`config.mk`:
```
export PLATFORM = sky130hd
export DESIGN_NAME = mem_arbiter
export DESIGN_NICKNAME = d
export VERILOG_FILES = /design/src/rtl/nes_mem_pkg.sv /design/src/rtl/mem_arb_pick.sv /design/src/rtl/mem_arbiter.sv
export SDC_FILE = /design/constraint.sdc
export NUM_CORES = 1
export LEC_CHECK = 0
export CORE_MARGIN = 2
export CORE_UTILIZATION = 33
export CTS_CLUSTER_DIAMETER = 100
export DETAILED_ROUTE_END_ITERATION = 8
export PLACE_DENSITY = 0.75
export SLEW_MARGIN = 40
export SYNTH_ARGS = -nofsm -noshare
export SYNTH_HDL_FRONTEND = slang
export SYNTH_SLANG_ARGS = --single-unit
```
`constraint.sdc`:
```
create_clock -name clk -period 2.6 [get_ports clk]
set_input_delay 0.65 -clock clk [delete_from_list [all_inputs] [get_ports clk]]
set_output_delay 0.65 -clock clk [all_outputs]
set_load 0.01 [all_outputs]
```
`src/rtl/nes_mem_pkg.sv`:
```
`default_nettype none
// ============================================================================
// Package     : nes_mem_pkg
// Description : Shared types and constants for the NES memory arbiter.
//               Owner codes, arbiter state encoding and the address width.
// Revision    : 1.0 - initial release
// ============================================================================
package nes_mem_pkg;

  localparam int ADDR_W = 22;

  // Owner of the memory controller port; the numeric values are visible
  // on the owner output, so they are fixed explicitly.
  typedef enum logic [1:0] {
    OWN_NONE = 2'd0,
    OWN_CPU  = 2'd1,
    OWN_PPU  = 2'd2,
    OWN_LDR  = 2'd3
  } owner_t;

  typedef enum logic [1:0] {
    ST_IDLE  = 2'd0,
    ST_ISSUE = 2'd1,
    ST_WAIT  = 2'd2,
    ST_DONE  = 2'd3
  } state_t;

endpackage
`default_nettype wire

```
`src/rtl/mem_arb_pick.sv`:
```
`default_nettype none
// ============================================================================
// Module      : mem_arb_pick
// Description : Combinational requester selector. The loader always wins;
//               CPU and PPU alternate on a tie using the round-robin bit.
// Ports       : ldr_req, cpu_req, ppu_req - request levels
//               rr_cpu_last                - 1 when the CPU was served last
//               pick                       - selected owner code
// Revision    : 1.0 - initial release
// ============================================================================
module mem_arb_pick
  import nes_mem_pkg::*;
(
  input  logic   ldr_req,
  input  logic   cpu_req,
  input  logic   ppu_req,
  input  logic   rr_cpu_last,
  output owner_t pick
);

  always_comb begin
    pick = OWN_NONE;
    if (ldr_req) begin
      pick = OWN_LDR;
    end else if (cpu_req && ppu_req) begin
      pick = rr_cpu_last ? OWN_PPU : OWN_CPU;
    end else if (cpu_req) begin
      pick = OWN_CPU;
    end else if (ppu_req) begin
      pick = OWN_PPU;
    end
  end

endmodule
`default_nettype wire

```
`src/rtl/mem_arbiter.sv`:
```
`default_nettype none
// ============================================================================
// Module      : mem_arbiter
// Description : Shares the single MemoryController port between the cart
//               loader (writes), the CPU (reads/writes) and the PPU (reads).
//               One controller transaction at a time: strobe, wait for busy
//               to clear (or time out), then ack the winner with read data.
// Ports       : clk, reset_n (async, active-low)
//               ldr_req/addr/din/ack          - loader write channel
//               cpu_req/we/addr/din/ack/dout  - CPU channel (reads on a)
//               ppu_req/addr/ack/dout         - PPU read channel (reads on b)
//               mc_read_a/b, mc_write, mc_addr, mc_din,
//               mc_dout_a/b, mc_busy          - controller side
//               owner, timeout_err            - status
// Revision    : 1.0 - initial release
// ============================================================================
module mem_arbiter
  import nes_mem_pkg::*;
#(
  parameter int TIMEOUT = 15
) (
  input  logic              clk,
  input  logic              reset_n,
  input  logic              ldr_req,
  input  logic [ADDR_W-1:0] ldr_addr,
  input  logic [7:0]        ldr_din,
  output logic              ldr_ack,
  input  logic              cpu_req,
  input  logic              cpu_we,
  input  logic [ADDR_W-1:0] cpu_addr,
  input  logic [7:0]        cpu_din,
  output logic              cpu_ack,
  output logic [7:0]        cpu_dout,
  input  logic              ppu_req,
  input  logic [ADDR_W-1:0] ppu_addr,
  output logic              ppu_ack,
  output logic [7:0]        ppu_dout,
  output logic              mc_read_a,
  output logic              mc_read_b,
  output logic              mc_write,
  output logic [ADDR_W-1:0] mc_addr,
  output logic [7:0]        mc_din,
  input  logic [7:0]        mc_dout_a,
  input  logic [7:0]        mc_dout_b,
  input  logic              mc_busy,
  output logic [1:0]        owner,
  output logic              timeout_err
);

  localparam logic [7:0] c_timeout = 8'(TIMEOUT);

  state_t            r_state;
  state_t            w_state_next;
  owner_t            r_owner;
  owner_t            w_pick;
  logic              r_rr_cpu_last;
  logic              r_we;
  logic [7:0]        r_wait_cnt;
  logic [7:0]        w_cnt_inc;
  logic              w_grant;
  logic              w_finish;
  logic              w_forced;

  logic              r_ldr_ack;
  logic              r_cpu_ack;
  logic              r_ppu_ack;
  logic [7:0]        r_cpu_dout;
  logic [7:0]        r_ppu_dout;
  logic              r_mc_read_a;
  logic              r_mc_read_b;
  logic              r_mc_write;
  logic [ADDR_W-1:0] r_mc_addr;
  logic [7:0]        r_mc_din;
  logic              r_timeout_err;

  mem_arb_pick u_pick (
    .ldr_req     (ldr_req),
    .cpu_req     (cpu_req),
    .ppu_req     (ppu_req),
    .rr_cpu_last (r_rr_cpu_last),
    .pick        (w_pick)
  );

  // Saturating increment; the value compared against the timeout is the
  // count of WAIT cycles including the current one.
  assign w_cnt_inc = (r_wait_cnt == 8'hFF) ? r_wait_cnt : r_wait_cnt + 8'd1;

  // --------------------------------------------------------------------------
  // State register
  // --------------------------------------------------------------------------
  always_ff @(posedge clk or negedge reset_n) begin
    if (!reset_n) begin
      r_state <= ST_IDLE;
    end else begin
      r_state <= w_state_next;
    end
  end

  // --------------------------------------------------------------------------
  // Next-state and transition decode
  // --------------------------------------------------------------------------
  always_comb begin
    w_state_next = r_state;
    w_grant      = 1'b0;
    w_finish     = 1'b0;
    w_forced     = 1'b0;
    case (r_state)
      ST_IDLE: begin
        // Never issue while the controller is still busy, e.g. with a
        // transaction left in flight across a reset.
        if ((w_pick != OWN_NONE) && !mc_busy) begin
          w_grant      = 1'b1;
          w_state_next = ST_ISSUE;
        end
      end
      ST_ISSUE: begin
        w_state_next = ST_WAIT;
      end
      ST_WAIT: begin
        if (!mc_busy) begin
          w_finish     = 1'b1;
          w_state_next = ST_DONE;
        end else if (w_cnt_inc == c_timeout) begin
          w_finish     = 1'b1;
          w_forced     = 1'b1;
          w_state_next = ST_DONE;
        end
      end
      ST_DONE: begin
        w_state_next = ST_IDLE;
      end
      default: begin
        w_state_next = ST_IDLE;
      end
    endcase
  end

  // --------------------------------------------------------------------------
  // Registered datapath and outputs
  // --------------------------------------------------------------------------
  always_ff @(posedge clk or negedge reset_n) begin
    if (!reset_n) begin
      r_owner       <= OWN_NONE;
      r_rr_cpu_last <= 1'b0;
      r_we          <= 1'b0;
      r_wait_cnt    <= 8'h00;
      r_ldr_ack     <= 1'b0;
      r_cpu_ack     <= 1'b0;
      r_ppu_ack     <= 1'b0;
      r_cpu_dout    <= 8'h00;
      r_ppu_dout    <= 8'h00;
      r_mc_read_a   <= 1'b0;
      r_mc_read_b   <= 1'b0;
      r_mc_write    <= 1'b0;
      r_mc_addr     <= '0;
      r_mc_din      <= 8'h00;
      r_timeout_err <= 1'b0;
    end else begin
      // Strobes and acks are single-cycle pulses.
      r_mc_read_a <= 1'b0;
      r_mc_read_b <= 1'b0;
      r_mc_write  <= 1'b0;
      r_ldr_ack   <= 1'b0;
      r_cpu_ack   <= 1'b0;
      r_ppu_ack   <= 1'b0;

      if (w_grant) begin
        r_owner <= w_pick;
        case (w_pick)
          OWN_LDR: begin
            r_we       <= 1'b1;
            r_mc_write <= 1'b1;
            r_mc_addr  <= ldr_addr;
            r_mc_din   <= ldr_din;
          end
          OWN_CPU: begin
            r_rr_cpu_last <= 1'b1;
            r_we          <= cpu_we;
            r_mc_write    <= cpu_we;
            r_mc_read_a   <= ~cpu_we;
            r_mc_addr     <= cpu_addr;
            r_mc_din      <= cpu_din;
          end
          OWN_PPU: begin
            r_rr_cpu_last <= 1'b0;
            r_we          <= 1'b0;
            r_mc_read_b   <= 1'b1;
            r_mc_addr     <= ppu_addr;
            r_mc_din      <= 8'h00;
          end
          default: begin
            r_we <= 1'b0;
          end
        endcase
      end

      if (r_state == ST_ISSUE) begin
        r_wait_cnt <= 8'h00;
      end else if (r_state == ST_WAIT) begin
        r_wait_cnt <= w_cnt_inc;
      end

      if (w_finish) begin
        r_ldr_ack <= (r_owner == OWN_LDR);
        r_cpu_ack <= (r_owner == OWN_CPU);
        r_ppu_ack <= (r_owner == OWN_PPU);
        // Read data is only written on reads; a forced completion
        // returns all-ones.
        if ((r_owner == OWN_CPU) && !r_we) begin
          r_cpu_dout <= w_forced ? 8'hFF : mc_dout_a;
        end
        if (r_owner == OWN_PPU) begin
          r_ppu_dout <= w_forced ? 8'hFF : mc_dout_b;
        end
        if (w_forced) begin
          r_timeout_err <= 1'b1;
        end
      end

      if (r_state == ST_DONE) begin
        r_owner <= OWN_NONE;
      end
    end
  end

  assign ldr_ack     = r_ldr_ack;
  assign cpu_ack     = r_cpu_ack;
  assign ppu_ack     = r_ppu_ack;
  assign cpu_dout    = r_cpu_dout;
  assign ppu_dout    = r_ppu_dout;
  assign mc_read_a   = r_mc_read_a;
  assign mc_read_b   = r_mc_read_b;
  assign mc_write    = r_mc_write;
  assign mc_addr     = r_mc_addr;
  assign mc_din      = r_mc_din;
  assign owner       = r_owner;
  assign timeout_err = r_timeout_err;

endmodule
`default_nettype wire
```
==> run metrics <==
crit path capture type flip-flop; Mapped Nets about 450; die width 104 µm; Placed Cells 614; Yosys top cell area share a little over 50%; Clock Sink Count 67; initial core utilization approximately 34%; post-DP HPWL ~7300 µm; Hold Crit Class input port to async pin; crit start category input port; Seq/Total Area, Yosys between 50% and 60%; layout cells sized above 1 7.85%; worst path arrival time about 2500 ps; DRT Pass-1 Iters 4; initial drt markers 89; status finished, final reports clean; CP peak stage delay just under 500 ps; Worst Skew 15.6 ps; htree depth 3; ys async rst share between 90% and 100%; Remaining DRCs 0; Area contributors post-synth dfrtp_1 51%, a221oi_1 8.0%, nor2_1 5.9%; per-cell routed wire length 15.3 µm; I/O Buffers 159; Max Freq 442 MHz; Rows 36; Area growth syn-to-layout 61.1%; Antenna Cells 0; die area 10800 µm²; Netlist cell types between 40 and 50; Final min period 2260 ps; cts bufs inserted 9; count leader, synth dfrtp_1; Clock Tree Buf Depth 2; Slew headroom 61.3%; post-synthesis register bit count between 60 and 70; commonest cells in the netlist 67 x dfrtp_1, 52 x nor2_1, 30 x a221oi_1, 30 x nand2_1, 23 x o31ai_1; Setup-failing EPs final 0; Pleak 2.28 nW; dominant cell type by area after synthesis dfrtp_1; fin. max-slew vios 0; clock-pin slew on the worst setup and hold paths 80 ps; vias in the first global route 3272; Post-Synthesis Mean Instance Area 9.92 µm²; final worst-path cycle share about 87%; peak supply drop 0.000477 V; crit path kind input port to flip-flop; Final GP Congestion 0.769; post-cts resize count 0; vias per cell between 5 and 6; worst endpoint required time 2820 ps; # IOs between 150 and 200; Pwr per Cell Area a little over 900 nW/µm²; overall power 4.93 mW; first-pass GRT wire length 15900 µm; fillcell total 893; Final nets 607; DP Area ~5100 µm²; CTS tree yes; CTS root buffer clkbuf_8; total grt overflow 0; max cap viols 0; DRT Wirelength between 9000 and 10000 µm; cell area after synthesis 3280 µm²; worst-path cell chain clkdlybuf4s50_1 > nand2_1 > a21oi_1 > inv_1 > ha_1 > inv_1 > buf_12 > a221oi_1 > o31ai_1; Synth Warn # 0; Setup TNS Final 0 ps; fin cells 630; via count 3201; Slew @ Worst Pin 580 ps; Die H 104 µm; Core ar. 9730 µm²; RSZ-0062 raised after global routing false; CTS Hold Bufs 0; CP most frequent cell inv_1; largest net degree at the start of global routing between 40 and 50; CP Max Fanout 30; final instance area between 5000 and 6000 µm²; Mapped Cells about 330; antenna-violating nets left 0; buffer count from post-CTS setup fixing 0; clk_lat worst skew 350 ps; Main synth FF type dfrtp_1; Slowest cell on crit path clkdlybuf4s50_1; All-Layer GR Usage 18.4%; EDFF count, synth 0; initial antenna violation count 0; Fin. Hold Viols 0
==> registers in the layout, summed over array words and instances, names as in the netlist, 2 cells and up <==
register    count
mc_addr        22
cpu_dout        8
mc_din          8
ppu_dout        8
r_wait_cnt      8
owner           2
r_state         2
==> worst paths after layout <==
check                              startpoint     endpoint  slack [ps]  depth (start not counted)
worst min-delay path                  reset_n  cpu_dout[5]         270                          1
min in group clk                  timeout_err  timeout_err         480                          1
worst max-delay path                  ppu_req  mc_addr[21]         340                          9
worst max register to register  r_wait_cnt[0]  cpu_dout[6]         430                          6
worst min register to register    timeout_err  timeout_err         480                          1
max in group asynchronous             reset_n         r_we        1600                          2
==> layer usage <==
metal	GRT usage, %	wire length, µm	vias up
li1	-	-	1532
met5	0	0	-
met2	30.7	4610	123
met1	21.5	4010	1536
met4	4.73	127	0
met3	8.56	919	10
==> layout by cell type (no fill, tap or decap), types with 2 or more instances in the layout <==
cell type and instances:
a221oi_1 30, a21oi_1 9, nand2_1 29, inv_6 2, inv_1 18, buf_12 4
mux2i_1 9, clkdlybuf4s50_1 158, buf_4 11, a31oi_1 7, a21o_1 3, dfrtp_1 67
nand2b_1 2, a211oi_2 2, o31ai_1 23, a211oi_1 4, clkbuf_8 10, and3_1 2
nand3_1 7, ha_1 10, clkinv_2 2, nor2_1 52, o22a_1 8, and2_1 2
o21ai_0 3
==> kinds of logic after synthesis <==
family / share of synthesized area (%)
fa+ha+maj: 3.81
compound gates: 23.4
simple gates: 13.4
flops: 51.0
mux: 3.09
buf+inv: 5.03
xor+xnor: 0.267
==> layout make-up <==
cell class / count / area [µm²] / share of cell area (%)
Clock inverter: 6 / 47.5 / 0.899
Inverter: 18 / 67.6 / 1.28
Multi-Input combinational cell: 222 / 1450 / 27.3
Tap cell: 133 / 166 / 3.15
Sequential cell: 67 / 1680 / 31.7
Clock buffer: 10 / 138 / 2.60
Timing Repair Buffer: 174 / 1750 / 33.1
==> critical path: cells and delay by family <==
kind / cells / cell delay [ps]
simple gates: 1 / 50
compound gates: 3 / 570
fa+ha+maj: 1 / 350
buf+inv: 4 / 830
==> per-stage QoR <==
stage / util (%) / hold slack [ps] / setup WS [ps]
final: 54.4 / 272 / 338
after global routing: 54.4 / 309 / 180
after CTS: 54.4 / 281 / 338
after detailed placement: 52.5 / 460 / -26.4
after global placement: 52.5 / 460 / 73.6
after floorplan: - / 354 / 330
==> where the power goes <==
part / total, mW / internal (mW) / switching [mW]
clock: 0.827 / 0.384 / 0.443
sequential: 1.74 / 1.46 / 0.273
combinational: 2.37 / 1.28 / 1.08
Note: power is estimated with default switching activity, not from simulation.
